## src/rtl/register_file_if.sv

```systemverilog
// rtl/register_file_if.sv - write/read port bundle for the 32x32 register file
interface register_file_if;
    logic        RegWrite;
    logic [4:0]  Write_register;
    logic [31:0] Write_data;
    logic [4:0]  Read_register1;
    logic [4:0]  Read_register2;
    logic [31:0] Read_data1;
    logic [31:0] Read_data2;

    modport master (
        output RegWrite,
        output Write_register,
        output Write_data,
        output Read_register1,
        output Read_register2,
        input  Read_data1,
        input  Read_data2
    );

    modport slave (
        input  RegWrite,
        input  Write_register,
        input  Write_data,
        input  Read_register1,
        input  Read_register2,
        output Read_data1,
        output Read_data2
    );
endinterface

```

## src/rtl/register_file.sv

```systemverilog
// rtl/register_file.sv - 32x32 register file, two combinational read ports, one write port
module register_file (
    input  logic                   clk,
    input  logic                   reset,
    register_file_if.slave         bus
);
    logic [31:0] regs [0:31];

    // Reset seeds each register with its own index; reset wins over a same-cycle write.
    always_ff @(posedge clk) begin
        if (reset) begin
            for (int i = 0; i < 32; i++) begin
                regs[i] <= 32'(i);
            end
        end else if (bus.RegWrite && (bus.Write_register != 5'd0)) begin
            regs[bus.Write_register] <= bus.Write_data;
        end
    end

    // Address 0 is forced to zero so it is defined even before the first reset.
    always_comb begin
        bus.Read_data1 = (bus.Read_register1 == 5'd0) ? 32'd0 : regs[bus.Read_register1];
        bus.Read_data2 = (bus.Read_register2 == 5'd0) ? 32'd0 : regs[bus.Read_register2];
    end
endmodule

```

## src/flat_wrapper.sv

```systemverilog
// flat-port wrapper written by rule: the top's interface ports become plain ports
module register_file_flat 
  (clk, reset, bus_RegWrite, bus_Write_register, bus_Write_data, bus_Read_register1, bus_Read_register2, bus_Read_data1, bus_Read_data2);
  register_file_if bus_i ();
  input  logic clk;
  input  logic reset;
  input wire logic [$bits(bus_i.RegWrite)-1:0] bus_RegWrite;
  input wire logic [$bits(bus_i.Write_register)-1:0] bus_Write_register;
  input wire logic [$bits(bus_i.Write_data)-1:0] bus_Write_data;
  input wire logic [$bits(bus_i.Read_register1)-1:0] bus_Read_register1;
  input wire logic [$bits(bus_i.Read_register2)-1:0] bus_Read_register2;
  output wire logic [$bits(bus_i.Read_data1)-1:0] bus_Read_data1;
  output wire logic [$bits(bus_i.Read_data2)-1:0] bus_Read_data2;
  assign bus_i.RegWrite = bus_RegWrite;
  assign bus_i.Write_register = bus_Write_register;
  assign bus_i.Write_data = bus_Write_data;
  assign bus_i.Read_register1 = bus_Read_register1;
  assign bus_i.Read_register2 = bus_Read_register2;
  assign bus_Read_data1 = bus_i.Read_data1;
  assign bus_Read_data2 = bus_i.Read_data2;
  register_file u_core (.clk(clk), .reset(reset), .bus(bus_i));
endmodule
```

## config.mk

```make
export PLATFORM = sky130hd
export DESIGN_NAME = register_file_flat
export DESIGN_NICKNAME = d
export VERILOG_FILES = /design/src/rtl/register_file_if.sv /design/src/rtl/register_file.sv /design/src/flat_wrapper.sv
export SDC_FILE = /design/constraint.sdc
export NUM_CORES = 2
export LEC_CHECK = 0
export ABC_AREA = 0
export BUFFER_PORTS_ARGS = -buffer_cell sky130_fd_sc_hd__buf_2
export CAP_MARGIN = 20
export CELL_PAD_IN_SITES_DETAIL_PLACEMENT = 0
export CELL_PAD_IN_SITES_GLOBAL_PLACEMENT = 1
export CORE_MARGIN = 2
export CORE_UTILIZATION = 40
export CTS_CLUSTER_DIAMETER = 50
export CTS_CLUSTER_SIZE = 40
export DETAILED_ROUTE_END_ITERATION = 8
export PLACE_DENSITY_LB_ADDON = 0.1
export SYNTH_ARGS = -nofsm -noshare
export SYNTH_HDL_FRONTEND = slang
export SYNTH_SLANG_ARGS = --single-unit
```

## constraint.sdc

```tcl
create_clock -name clk -period 5.1 [get_ports clk]
set_clock_uncertainty 0.05 [all_clocks]
set_input_delay 0.51 -clock clk [delete_from_list [all_inputs] [get_ports clk]]
set_output_delay 0.51 -clock clk [all_outputs]
set_load 0.02 [all_outputs]
```

== Yosys cells after proc, flatten, opt, wreduce, memory -nomap -nowiden ==
Memory sizes are Yosys's and may differ from the RTL's.
Cells that the tools add are included.

* Word-level logic and storage cells: 16
* Memories kept: 1
* Output and inout port bits: 64
* Input bits: 50
* RAM bits: 1024
* Register bits after elaboration: 0

{| class="wikitable"
|+ Memory list
! name !! words !! bits a word !! rd ports !! clocked after memory_dff !! write ports !! RTL line !! source
|-
| u_core.regs || 32 || 32 || 2 || 0 || 32 || register_file.sv:7 || <nowiki>logic [31:0] regs [0:31];</nowiki>
|}

* Muxes and demuxes: 10
* Reduce and logical (&&, ||, !) cells: 5

{| class="wikitable"
|+ Operators with widths
! kind !! count
|-
| $mux W32 || 3
|-
| $reduce_or A32 Y1 || 1
|-
| $logic_not A5 Y1 || 2
|-
| $mux W1 || 6
|-
| $mux W5 || 1
|-
| $reduce_bool A5 Y1 || 1
|-
| $logic_and A1 B1 Y1 || 1
|}

== Longest topological paths before layout ==
* Depth in word-level cells: 7
* Gate-level depth with buffers: 8
* Gate-level depth less buffers: 4

== Least setup slack after synthesis ==
OpenSTA, ideal clock, no wires.

* Path kind: input-to-output
* Start point: in bus_Read_register2[0]
* End point: out bus_Read_data2[18]
* Data required time: 4.540 ns
* Arrival time: 2.169 ns
* Setup slack: 2.371 ns
* Buffers on the path: 4
* Cell stages on the path: 7
* Path through: buf_2 > inv_1 > buf_2 > buf_2 > clkbuf_1 > o2111ai_1 > a311oi_1

* Longest elaborated chain between the ends: 2
* Elaborated cells between the ends (all ways): 3
* Classes of those cells: mux: 1; reduce/logical: 1; memory: 1

{| class="wikitable"
|+ Ends and longest elaborated chain
! item !! RTL line !! source
|-
| start: declaration || flat_wrapper.sv:11 || <nowiki>input wire logic [$bits(bus_i.Read_register2)-1:0] bus_Read_register2;</nowiki>
|-
| $mem_v2 Z32 W32 / $logic_not A5 Y1 (equally long branches) || n/a ||
|-
| $mux W32 (*) || register_file.sv:23 || <nowiki>bus.Read_data2 = (bus.Read_register2 == 5'd0) ? 32'd0 : regs[bus.Read_register2];</nowiki>
|-
| end: declaration || flat_wrapper.sv:13 || <nowiki>output wire logic [$bits(bus_i.Read_data2)-1:0] bus_Read_data2;</nowiki>
|}

Every way passes the cells marked *; elsewhere a longest branch is shown, timed or not.

== Worst setup path in the final report ==
* Start point: in bus_Read_register1[3]
* End point: out bus_Read_data1[5]

* Longest elaborated chain between the ends: 2
* Elaborated cells between the ends (all ways): 3
* Classes of those cells: mux: 1; reduce/logical: 1; memory: 1

{| class="wikitable"
|+ Ends and longest elaborated chain
! item !! RTL line !! source
|-
| start: declaration || flat_wrapper.sv:10 || <nowiki>input wire logic [$bits(bus_i.Read_register1)-1:0] bus_Read_register1;</nowiki>
|-
| $mem_v2 Z32 W32 / $logic_not A5 Y1 (equally long branches) || n/a ||
|-
| $mux W32 (*) || register_file.sv:22 || <nowiki>bus.Read_data1 = (bus.Read_register1 == 5'd0) ? 32'd0 : regs[bus.Read_register1];</nowiki>
|-
| end: declaration || flat_wrapper.sv:12 || <nowiki>output wire logic [$bits(bus_i.Read_data1)-1:0] bus_Read_data1;</nowiki>
|}

Marked as above.

==> impl_metrics.py <==
metrics = {
    "run_status": {
        "status": "finished clean",
    },
    "synth": {
        "yosysWarnings": 0,
        "synth_flop_cell": "edfxtp_1",
        "synth_edf_count": 1024,
        "synth_area_per_cell_um2": 14.4,
        "ys_seq_area_frac": 0.561,
        "ys_seq_elements": 1024,
        "syn_area_um2": 54900,
        "synth_cell_types": 42,
        "async_flop_share": 0,
        "postSynthCellCount": 3810,
    },
    "pwr": {
        "pwr-share-clk": 0.450,
        "combinationalPowerShare": 0.114,
        "powerDensity_nw_per_um2": 367,
        "peakVddDrop_v": 0.000269,
        "power_frac_seq": 0.436,
        "switching_share": 0.262,
        "p_leak_nw": 21.9,
        "p_int_mw": 16.9,
        "total_power_mw": 22.9,
        "switchingPower_mw": 6.00,
    },
    "sta": {
        "hold_viol_final": 0,
        "period_needed_ps": 4270,
        "max_slew_margin": 0.227,
        "fmax_ghz": 0.234,
        "fin_crit_sh": 0.837,
        "slew_viol_final": 0,
        "setup_tns_ps": 0,
        "setup_violations": 0,
        "max_slew.worst_pin.slew_ps": 1150,
        "rsz0062_at_grt": "no",
        "fin_ws_ps": 829,
    },
    "critical_path": {
        "path_class": "in -> out",
        "start_kind": "primary input",
        "cp.required_ps": 4540,
        "worst_setup_path_end_kind": "output pin",
        "critical_path_arrival_ps": 3710,
        "worstPathMaxFanout": 33,
    },
    "place": {
        "io_buffers": 113,
        "hpwl_mm": 128,
        "gp_congestion": 0.904,
        "dp_slack_ps": 927,
    },
    "floorplanning": {
        "core-area_um2": 136000,
        "io_pins": 114,
        "die_h_um": 374,
        "chipWidth_um": 374,
        "die_area_um2": 140000,
        "start_util": 0.404,
        "fp-row-count": 135,
    },
    "cells_and_area": {
        "largest_register_ffs": 1024,
        "final_common_cell": "edfxtp_1",
        "synthToLayoutAreaGrowth_pct": 13.9,
        "fillers": 11900,
        "finish.utilization": 0.460,
        "reg.largest.list": "u_core.regs x1024",
        "drive_gt1_frac": 0.256,
        "seqCellArea_um2": 30700,
        "multi_input_area_um2": 22400,
        "final_cell_mix": "1,024 x edfxtp_1, 913 x and2_1, 352 x mux4_2, 320 x mux2i_1, 152 x clkbuf_16",
        "top_register": "u_core.regs",
        "fin_nets": 3888,
    },
    "detailed_routing": {
        "first_pass_iters": 6,
        "wl_per_cell_um": 35.3,
        "ant_nets": 0,
        "via_per_inst": 6.19,
        "drt_iter0_markers": 4002,
        "routed_wl_mm": 203,
        "num_vias": 35600,
        "met1_length_mm": 82.9,
        "maxUsedRoutingLayer": "met5",
        "route.met3.wl_mm": 16.0,
        "wl_met2_mm": 94.3,
        "remaining_drc_errors": 0,
    },
    "worst_hold_path": {
        "hold_class": "in -> reg",
    },
    "clock_tree": {
        "cts.path.max_buffers": 3,
        "cts_resized": 0,
        "cts_hold_buf": 0,
        "tritoncts": "yes",
        "clockRootBuffer": "clkbuf_16",
        "cts_setup_buffers": 0,
        "cts.clk_slew.worst_paths_ps": 70,
        "cts.sinks": 1024,
        "cts_htree_levels": 4,
        "cts_buffers": 141,
    },
    "run": {
        "maxCapViolations": 0,
    },
    "global_routing": {
        "grt_pass1_vias": 36600,
        "grt_max_degree": 113,
        "grt_first_pass_wirelength_mm": 283,
        "antenna_found_initial": 26,
        "grtUsageTotal": 0.288,
        "overflow": 0,
    },
}
[through the flow]
step	hold WS, ps	cell area [um2]	std cells
2_1_floorplan	640	55000	3841
3_3_place_gp	1070	57500	5470
3_5_place_dp	1070	57600	5475
4_1_cts	235	62500	5735
5_1_grt	269	62500	5738
6_report	290	62500	5742
[worst max-delay path: stages]
cell and delay (ps):
buf_4 560, or3_2 930, o221ai_1 240, a221oi_1 740, a211oi_1 350, buf_2 270
[synth_stat cells (2+ instances only)]
cell       count  area (um2)
a21oi_1       32         160
nand2b_1       2        12.5
or3b_1         2        17.5
buf_4         44         330
a311oi_1      32         280
nor2b_1       37         231
nand3b_1       4        30.0
and2_1       914        5720
a211oi_1      64         480
edfxtp_1    1024       30700
a22oi_1       64         480
o221ai_1      64         561
clkbuf_1     307        1150
mux4_2       352        7930
buf_6         17         191
nand2_1      101         379
o21ai_0       45         225
or2_2         31         194
buf_2         56         280
mux2_2        64         721
mux2i_1      320        3200
nand4_1       32         200
a221oi_1      46         403
o2111ai_1     17         149
or3_1         82         513
inv_1          2        7.51
clkbuf_2       3        15.0
o21ai_1        2        10.0
nor2_1        37         139
[power by group through the flow]
| stage | registers (mW) | logic (mW) | clock network [mW] |
|---|---|---|---|
| global route | 10.0 | 2.71 | 10.8 |
| global placement | 10.1 | 2.58 | 0 |
| detailed placement | 10.1 | 2.61 | 0 |
| floorplan | 10.0 | 1.56 | 0 |
| CTS | 9.98 | 2.61 | 10.4 |
| finish | 9.99 | 2.61 | 10.3 |
[cell families (layout without fill, tap and decap cells)]
kind of cell / after synthesis / after routing / synth area share
buf+inv: 431 / 545 / 0.0362
simple gates: 1251 / 1251 / 0.137
other cells: 1 / 38 / 0.0000684
mux: 736 / 736 / 0.216
flops: 1024 / 1024 / 0.561
compound gates: 367 / 367 / 0.0504
[path summary, 6_finish.rpt]
path	startpoint	to	slack (ps)	cells past startpoint
min	reset	u_core.regs[0][18]	290	1
max	bus_Read_register1[3]	bus_Read_data1[5]	830	6
[cell type report]
type,instances,share of cell area
Antenna cell,6,0.000240
Clock buffer,162,0.0614
Clock inverter,98,0.0170
Inverter,2,0.000140
Multi-Input combinational cell,2386,0.358
Sequential cell,1024,0.492
Tap cell,1781,0.0356
Timing Repair Buffer,283,0.0354
[routing by layer]
layer / global-route usage / vias to the layer above
li1: - / 14700
met3: 0.0570 / 419
met4: 0.126 / 26
met1: 0.386 / 18600
met2: 0.456 / 1750
met5: 0 / -
Note: power is estimated with default switching activity, not from simulation.
